## config.mk

```make
export PLATFORM = sky130hd
export DESIGN_NAME = ghost_dir_arbiter_flat
export DESIGN_NICKNAME = d
export VERILOG_FILES = /design/src/rtl/ghost_dir_if.sv /design/src/rtl/ghost_dir_arbiter.sv /design/src/flat_wrapper.sv
export SDC_FILE = /design/constraint.sdc
export NUM_CORES = 1
export LEC_CHECK = 0
export ABC_CLOCK_PERIOD_IN_PS = 3000
export BUFFER_PORTS_ARGS = -buffer_cell sky130_fd_sc_hd__buf_2
export CAP_MARGIN = 30
export CELL_PAD_IN_SITES_DETAIL_PLACEMENT = 0
export CELL_PAD_IN_SITES_GLOBAL_PLACEMENT = 2
export CORE_ASPECT_RATIO = 0.6
export CORE_MARGIN = 2
export CORE_UTILIZATION = 26
export CTS_BUF_LIST = sky130_fd_sc_hd__clkbuf_8 sky130_fd_sc_hd__clkbuf_16
export CTS_CLUSTER_SIZE = 28
export DETAILED_ROUTE_END_ITERATION = 8
export PLACE_DENSITY_LB_ADDON = 0.1
export RECOVER_POWER = 50
export SETUP_SLACK_MARGIN = 0.02
export SLEW_MARGIN = 10
export SYNTH_ARGS = -nofsm -noshare
export SYNTH_HDL_FRONTEND = slang
export SYNTH_SLANG_ARGS = --single-unit
```

## constraint.sdc

```tcl
create_clock -name clk_i -period 3 [get_ports clk_i]
set_input_delay 0.3 -clock clk_i [delete_from_list [all_inputs] [get_ports clk_i]]
set_output_delay 0.3 -clock clk_i [all_outputs]
set_load 0.05 [all_outputs]
```

## src/rtl/ghost_dir_if.sv

```systemverilog
// ghost_dir_if: request/grant and direction-source signals between the ghost movers and the arbiter.
interface ghost_dir_if #(
    parameter int N_REQ = 4
) ();
    localparam int IW = N_REQ > 1 ? $clog2(N_REQ) : 1;
    logic                 freeze;
    logic [N_REQ-1:0]     req;
    logic [8*N_REQ-1:0]   cur_dir;
    logic [7:0]           src_dir;
    logic                 src_advance;
    logic [N_REQ-1:0]     ack;
    logic [8*N_REQ-1:0]   ghost_dir;
    logic                 busy;
    logic [IW-1:0]        grant_id;
    modport slave (
        input  freeze, req, cur_dir, src_dir,
        output src_advance, ack, ghost_dir, busy, grant_id
    );
    modport master (
        output freeze, req, cur_dir, src_dir,
        input  src_advance, ack, ghost_dir, busy, grant_id
    );
endinterface

```

## src/rtl/ghost_dir_arbiter.sv

```systemverilog
// ghost_dir_arbiter: round-robin sharing of one random direction source among ghosts, rejecting reversals.
module ghost_dir_arbiter #(
    parameter int          N_REQ     = 4,
    parameter int          MAX_TRIES = 3,
    parameter logic [7:0]  RESET_DIR = 8'h1A
) (
    input  logic       clk_i,
    input  logic       rst_ni,
    ghost_dir_if.slave bus
);
    localparam int IW = N_REQ > 1 ? $clog2(N_REQ) : 1;
    localparam int TW = MAX_TRIES > 1 ? $clog2(MAX_TRIES) : 1;

    typedef enum logic [1:0] {IDLE, ADV, CHECK, ACK} state_t;

    state_t               state_q, state_d;
    logic [IW-1:0]        grant_q, grant_d, last_q, last_d, pick;
    logic [TW-1:0]        tries_q, tries_d;
    logic [8*N_REQ-1:0]   dir_q, dir_d;
    logic                 found, cur_ok, src_ok, reject;
    logic [7:0]           cur;

    function automatic logic is_valid(input logic [7:0] c);
        return c == 8'h04 || c == 8'h07 || c == 8'h16 || c == 8'h1A;
    endfunction

    function automatic logic [7:0] reverse(input logic [7:0] c);
        return c == 8'h04 ? 8'h07 : c == 8'h07 ? 8'h04 :
               c == 8'h16 ? 8'h1A : c == 8'h1A ? 8'h16 : 8'h00;
    endfunction

    // scan starts just after the last served ghost
    always_comb begin
        found = 1'b0;
        pick  = '0;
        for (int i = 1; i <= N_REQ; i++) begin
            if (!found && bus.req[(int'(last_q) + i) % N_REQ]) begin
                found = 1'b1;
                pick  = IW'((int'(last_q) + i) % N_REQ);
            end
        end
    end

    assign cur    = bus.cur_dir[8*int'(grant_q) +: 8];
    assign cur_ok = is_valid(cur);
    assign src_ok = is_valid(bus.src_dir);
    assign reject = !src_ok || (cur_ok && bus.src_dir == reverse(cur));

    always_comb begin
        state_d = state_q;
        grant_d = grant_q;
        last_d  = last_q;
        tries_d = tries_q;
        dir_d   = dir_q;
        case (state_q)
            IDLE: if (!bus.freeze && found) begin
                state_d = ADV;
                grant_d = pick;
                tries_d = '0;
            end
            ADV: state_d = CHECK;
            CHECK: begin
                if (!reject) begin
                    dir_d[8*int'(grant_q) +: 8] = bus.src_dir;
                    state_d = ACK;
                end else if (int'(tries_q) < MAX_TRIES - 1) begin
                    tries_d = tries_q + TW'(1);
                    state_d = ADV;
                end else begin
                    dir_d[8*int'(grant_q) +: 8] = cur_ok ? cur : RESET_DIR;
                    state_d = ACK;
                end
            end
            default: begin
                last_d  = grant_q;
                state_d = IDLE;
            end
        endcase
    end

    always_ff @(posedge clk_i or negedge rst_ni) begin
        if (!rst_ni) begin
            state_q <= IDLE;
            grant_q <= '0;
            last_q  <= IW'(N_REQ - 1);
            tries_q <= '0;
            dir_q   <= {N_REQ{RESET_DIR}};
        end else begin
            state_q <= state_d;
            grant_q <= grant_d;
            last_q  <= last_d;
            tries_q <= tries_d;
            dir_q   <= dir_d;
        end
    end

    assign bus.src_advance = state_q == ADV;
    assign bus.ack         = state_q == ACK ? (N_REQ'(1) << grant_q) : '0;
    assign bus.busy        = state_q != IDLE;
    assign bus.grant_id    = grant_q;
    assign bus.ghost_dir   = dir_q;
endmodule

```

## src/flat_wrapper.sv

```systemverilog
// flat-port wrapper written by rule: the top's interface ports become plain ports
module ghost_dir_arbiter_flat 
#(
    parameter int          N_REQ     = 4,
    parameter int          MAX_TRIES = 3,
    parameter logic [7:0]  RESET_DIR = 8'h1A
)
  (clk_i, rst_ni, bus_freeze, bus_req, bus_cur_dir, bus_src_dir, bus_src_advance, bus_ack, bus_ghost_dir, bus_busy, bus_grant_id);
  ghost_dir_if #(.N_REQ(N_REQ)) bus_i ();
  input  logic clk_i;
  input  logic rst_ni;
  input wire logic [$bits(bus_i.freeze)-1:0] bus_freeze;
  input wire logic [$bits(bus_i.req)-1:0] bus_req;
  input wire logic [$bits(bus_i.cur_dir)-1:0] bus_cur_dir;
  input wire logic [$bits(bus_i.src_dir)-1:0] bus_src_dir;
  output wire logic [$bits(bus_i.src_advance)-1:0] bus_src_advance;
  output wire logic [$bits(bus_i.ack)-1:0] bus_ack;
  output wire logic [$bits(bus_i.ghost_dir)-1:0] bus_ghost_dir;
  output wire logic [$bits(bus_i.busy)-1:0] bus_busy;
  output wire logic [$bits(bus_i.grant_id)-1:0] bus_grant_id;
  assign bus_i.freeze = bus_freeze;
  assign bus_i.req = bus_req;
  assign bus_i.cur_dir = bus_cur_dir;
  assign bus_i.src_dir = bus_src_dir;
  assign bus_src_advance = bus_i.src_advance;
  assign bus_ack = bus_i.ack;
  assign bus_ghost_dir = bus_i.ghost_dir;
  assign bus_busy = bus_i.busy;
  assign bus_grant_id = bus_i.grant_id;
  ghost_dir_arbiter #(.N_REQ(N_REQ), .MAX_TRIES(MAX_TRIES), .RESET_DIR(RESET_DIR)) u_core (.clk_i(clk_i), .rst_ni(rst_ni), .bus(bus_i));
endmodule
```

==> flow_summary.yaml <==
yosys:
  syn_area_um2: 2190
  ys_warn_count: 0
  avgSynthCellArea_um2: 11.2
  synth_top_family_by_area: "compound AO/OA/AOI/OAI gates"
  ys.flop_type: "dfrtp_1"
  ys_ff_latch: 40
  muxShareOfSynthArea_pct: 9.37
  synth_compound_area_share_pct: 20.7
  ys_async_sr_fraction_pct: 100
  synth-seq-area-share_pct: 46.5
  synth_nets: 247
  synth-xor-area-share_pct: 0.800
  yosys.area_share.adder_pct: 2.86
  synth-edff-count: 0
  synth_cells: 195
  synthSimpleGateAreaFrac_pct: 17.1
  synth.distinct_cells: 48
pwr:
  power_density_nw_per_um2: 863
  leakagePower_nw: 1.35
  ir_worst_vdd_v: 0.000323
  power_mw: 2.59
global_route:
  grt_pass1_wl_um: 9830
  grt_util_all_layers_pct: 14.1
  gr-total-overflow: 0
  antenna_found_initial: 0
  grt_max_degree: 41
  met3_usage_pct: 3.64
  grt_util_met1_pct: 23.4
  use_met2_pct: 18.0
  busiest_layer: "met1"
  grt_pass1_vias: 1787
critical_path:
  cp_max_fo: 16
  worstPathRequired_ns: 3.20
  arrival_ns: 3.02
  criticalPathCategory: "flip-flop to flip-flop"
  cp-start-kind: "flip-flop"
  cp-end-kind: "flip-flop"
timing:
  hold_violations: 0
  finClkSkew_ns: 0.00463
  fin_hold_ws_ns: 0.331
  setup_tns_ns: 0
  setup_viol: 0
  fmax_mhz: 355
  post-route-period-util_pct: 93.9
  grt_setup_unrepaired: "false"
  fin_crit_ns: 2.82
  tightestPinTransition_ns: 2.08
  slew_viol_final: 41
  slew_headroom_pct: -39.0
  worst_slack_ns: 0.183
final_layout:
  final_area_um2: 3000
  area_growth_pct: 37.0
  n_antenna_cell: 0
  layout-drive-gt1-share_pct: 41.3
  stdcell_count: 408
  layout.nets: 351
  fin_util_pct: 37.5
  fill_cells: 799
cts:
  htreeDepth: 2
  cts_tree: "built"
  clkSlewWorstSetupHoldPaths_ns: 0.06
  clkLatencyLatePin_ns: 0.28
  cts_made_buffers: 5
  cts_root_buf: "clkbuf_16"
  cts_max_path_buffers: 2
  clkSinkCount: 40
place:
  pre_cts_slack_ns: 0.110
  gp_congestion: 0.801
  placed_area_um2: 2860
  dp_cells: 399
  io_buffers: 86
  hpwl_um: 5120
floorplanning:
  die-area_um2: 9200
  fp.dieW_um: 122
  row_count: 25
  start_util_pct: 27.3
  io_pins: 87
  core_um2: 8010
  die_h_um: 75.1
routing:
  drc: 0
  drtPass1Iterations: 4
  wl_um: 6540
  drt_iter0_drc: 111
  routed-via-count: 1927
  ant_nets: 0
  wl_per_cell_um: 16.0
  viasPerCell: 4.72
min_path:
  hp-class: "input port to flip-flop"
run_status:
  run_status: "finished with violations"
  violations: "max-capacitance violations, max-slew violations"
run:
  cap_violations: 1
flip-flops by register name, indices dropped and copies added, names as in the netlist:
signal,cells
u_core.bus.ghost_dir,32
u_core.bus.grant_id,2
u_core.last_q,2
u_core.state_q,2
u_core.tries_q,2
layout make-up:
cell class	instances	area, um^2	share of cell area, %
well taps	108	135	4.50
multi-input cells	143	1120	37.4
flip-flops and latches	40	1020	34.0
clock buffers	6	139	4.63
inverters	7	26.3	0.876
repair buffers	102	541	18.0
clock inverters	2	15.0	0.500
cell families (layout without fill, tap and decap cells):
family / count (synthesis) / after routing
simple gates: 65 / 65
compound gates: 57 / 57
flops: 40 / 40
mux: 14 / 14
buf+inv: 12 / 117
fa+ha+maj: 5 / 5
xor+xnor: 2 / 2
cell usage after synthesis (2+ instances only):
| master | instances | area [um^2] |
|---|---|---|
| o211ai_1 | 7 | 52.6 |
| nor2b_1 | 6 | 37.5 |
| mux2_2 | 2 | 22.5 |
| nor4b_1 | 3 | 26.3 |
| nor4_1 | 5 | 31.3 |
| mux2i_1 | 7 | 70.1 |
| nand2_1 | 9 | 33.8 |
| dfstp_2 | 14 | 368 |
| nand2b_1 | 3 | 18.8 |
| mux4_2 | 5 | 113 |
| clkbuf_1 | 2 | 7.51 |
| a31oi_1 | 2 | 12.5 |
| o211a_1 | 2 | 20.0 |
| o21ai_0 | 7 | 35.0 |
| a21oi_1 | 5 | 25.0 |
| ha_1 | 5 | 62.6 |
| o21ai_2 | 2 | 17.5 |
| xor2_1 | 2 | 17.5 |
| o2bb2ai_1 | 20 | 175 |
| nor3_1 | 5 | 25.0 |
| and3_1 | 4 | 25.0 |
| inv_1 | 7 | 26.3 |
| and2_1 | 12 | 75.1 |
| dfrtp_1 | 26 | 651 |
| o22ai_1 | 2 | 12.5 |
| nor2_1 | 9 | 33.8 |
path summary, 6_finish.rpt:
path	cells past startpoint	slack (ns)	start	endpoint
max	9	0.18	u_core.bus.grant_id[0]	u_core.bus.ghost_dir[26]
min in group asynchronous	1	0.62	rst_ni	u_core.bus.ghost_dir[18]
min reg2reg	1	0.48	u_core.bus.ghost_dir[3]	u_core.bus.ghost_dir[3]
min	4	0.33	bus_freeze	u_core.state_q[0]
max reg2reg	9	0.18	u_core.bus.grant_id[0]	u_core.bus.ghost_dir[26]
max in group asynchronous	1	1.02	rst_ni	u_core.bus.grant_id[0]
routing by layer:
metal  part of all wire [%]  vias up
li1                       -      961
met1                     57      917
met2                     39       47
met3                    4.3        2
met4                   0.21        0
met5                      0        -
what timing repair did:
action	in CTS	in global routing
hold buffers	0	0
gates resized for setup	0	1
hold endpoints to repair	0	0
buffers inserted	0	1
endpoints found under the setup margin	0	9
critical path, cell delays in order (launching register included):
cell and delay (ns):
dfrtp_2 0.42, buf_4 0.15, mux4_2 0.56, nor2b_1 0.17, mux2_2 0.26, a22o_1 0.22
a31oi_2 0.24, buf_12 0.18, mux2_2 0.39, o2bb2ai_1 0.15
placed cells by master, fill, tap and decap left out, types with 6 or more instances in the layout:
cell / n
buf_2: 68
buf_4: 15
o211ai_1: 7
nor2_1: 9
nand2_1: 9
o2bb2ai_1: 20
clkbuf_1: 18
and2_1: 12
dfstp_2: 14
nor2b_1: 6
o21ai_0: 7
inv_1: 7
mux2i_1: 6
dfrtp_1: 24
report_power, final:
part           internal [mW]  switching, mW
clock network          0.330          0.202
registers              0.696          0.136
logic                  0.428          0.796
total                   1.45           1.13
Note: power is estimated with default switching activity, not from simulation.
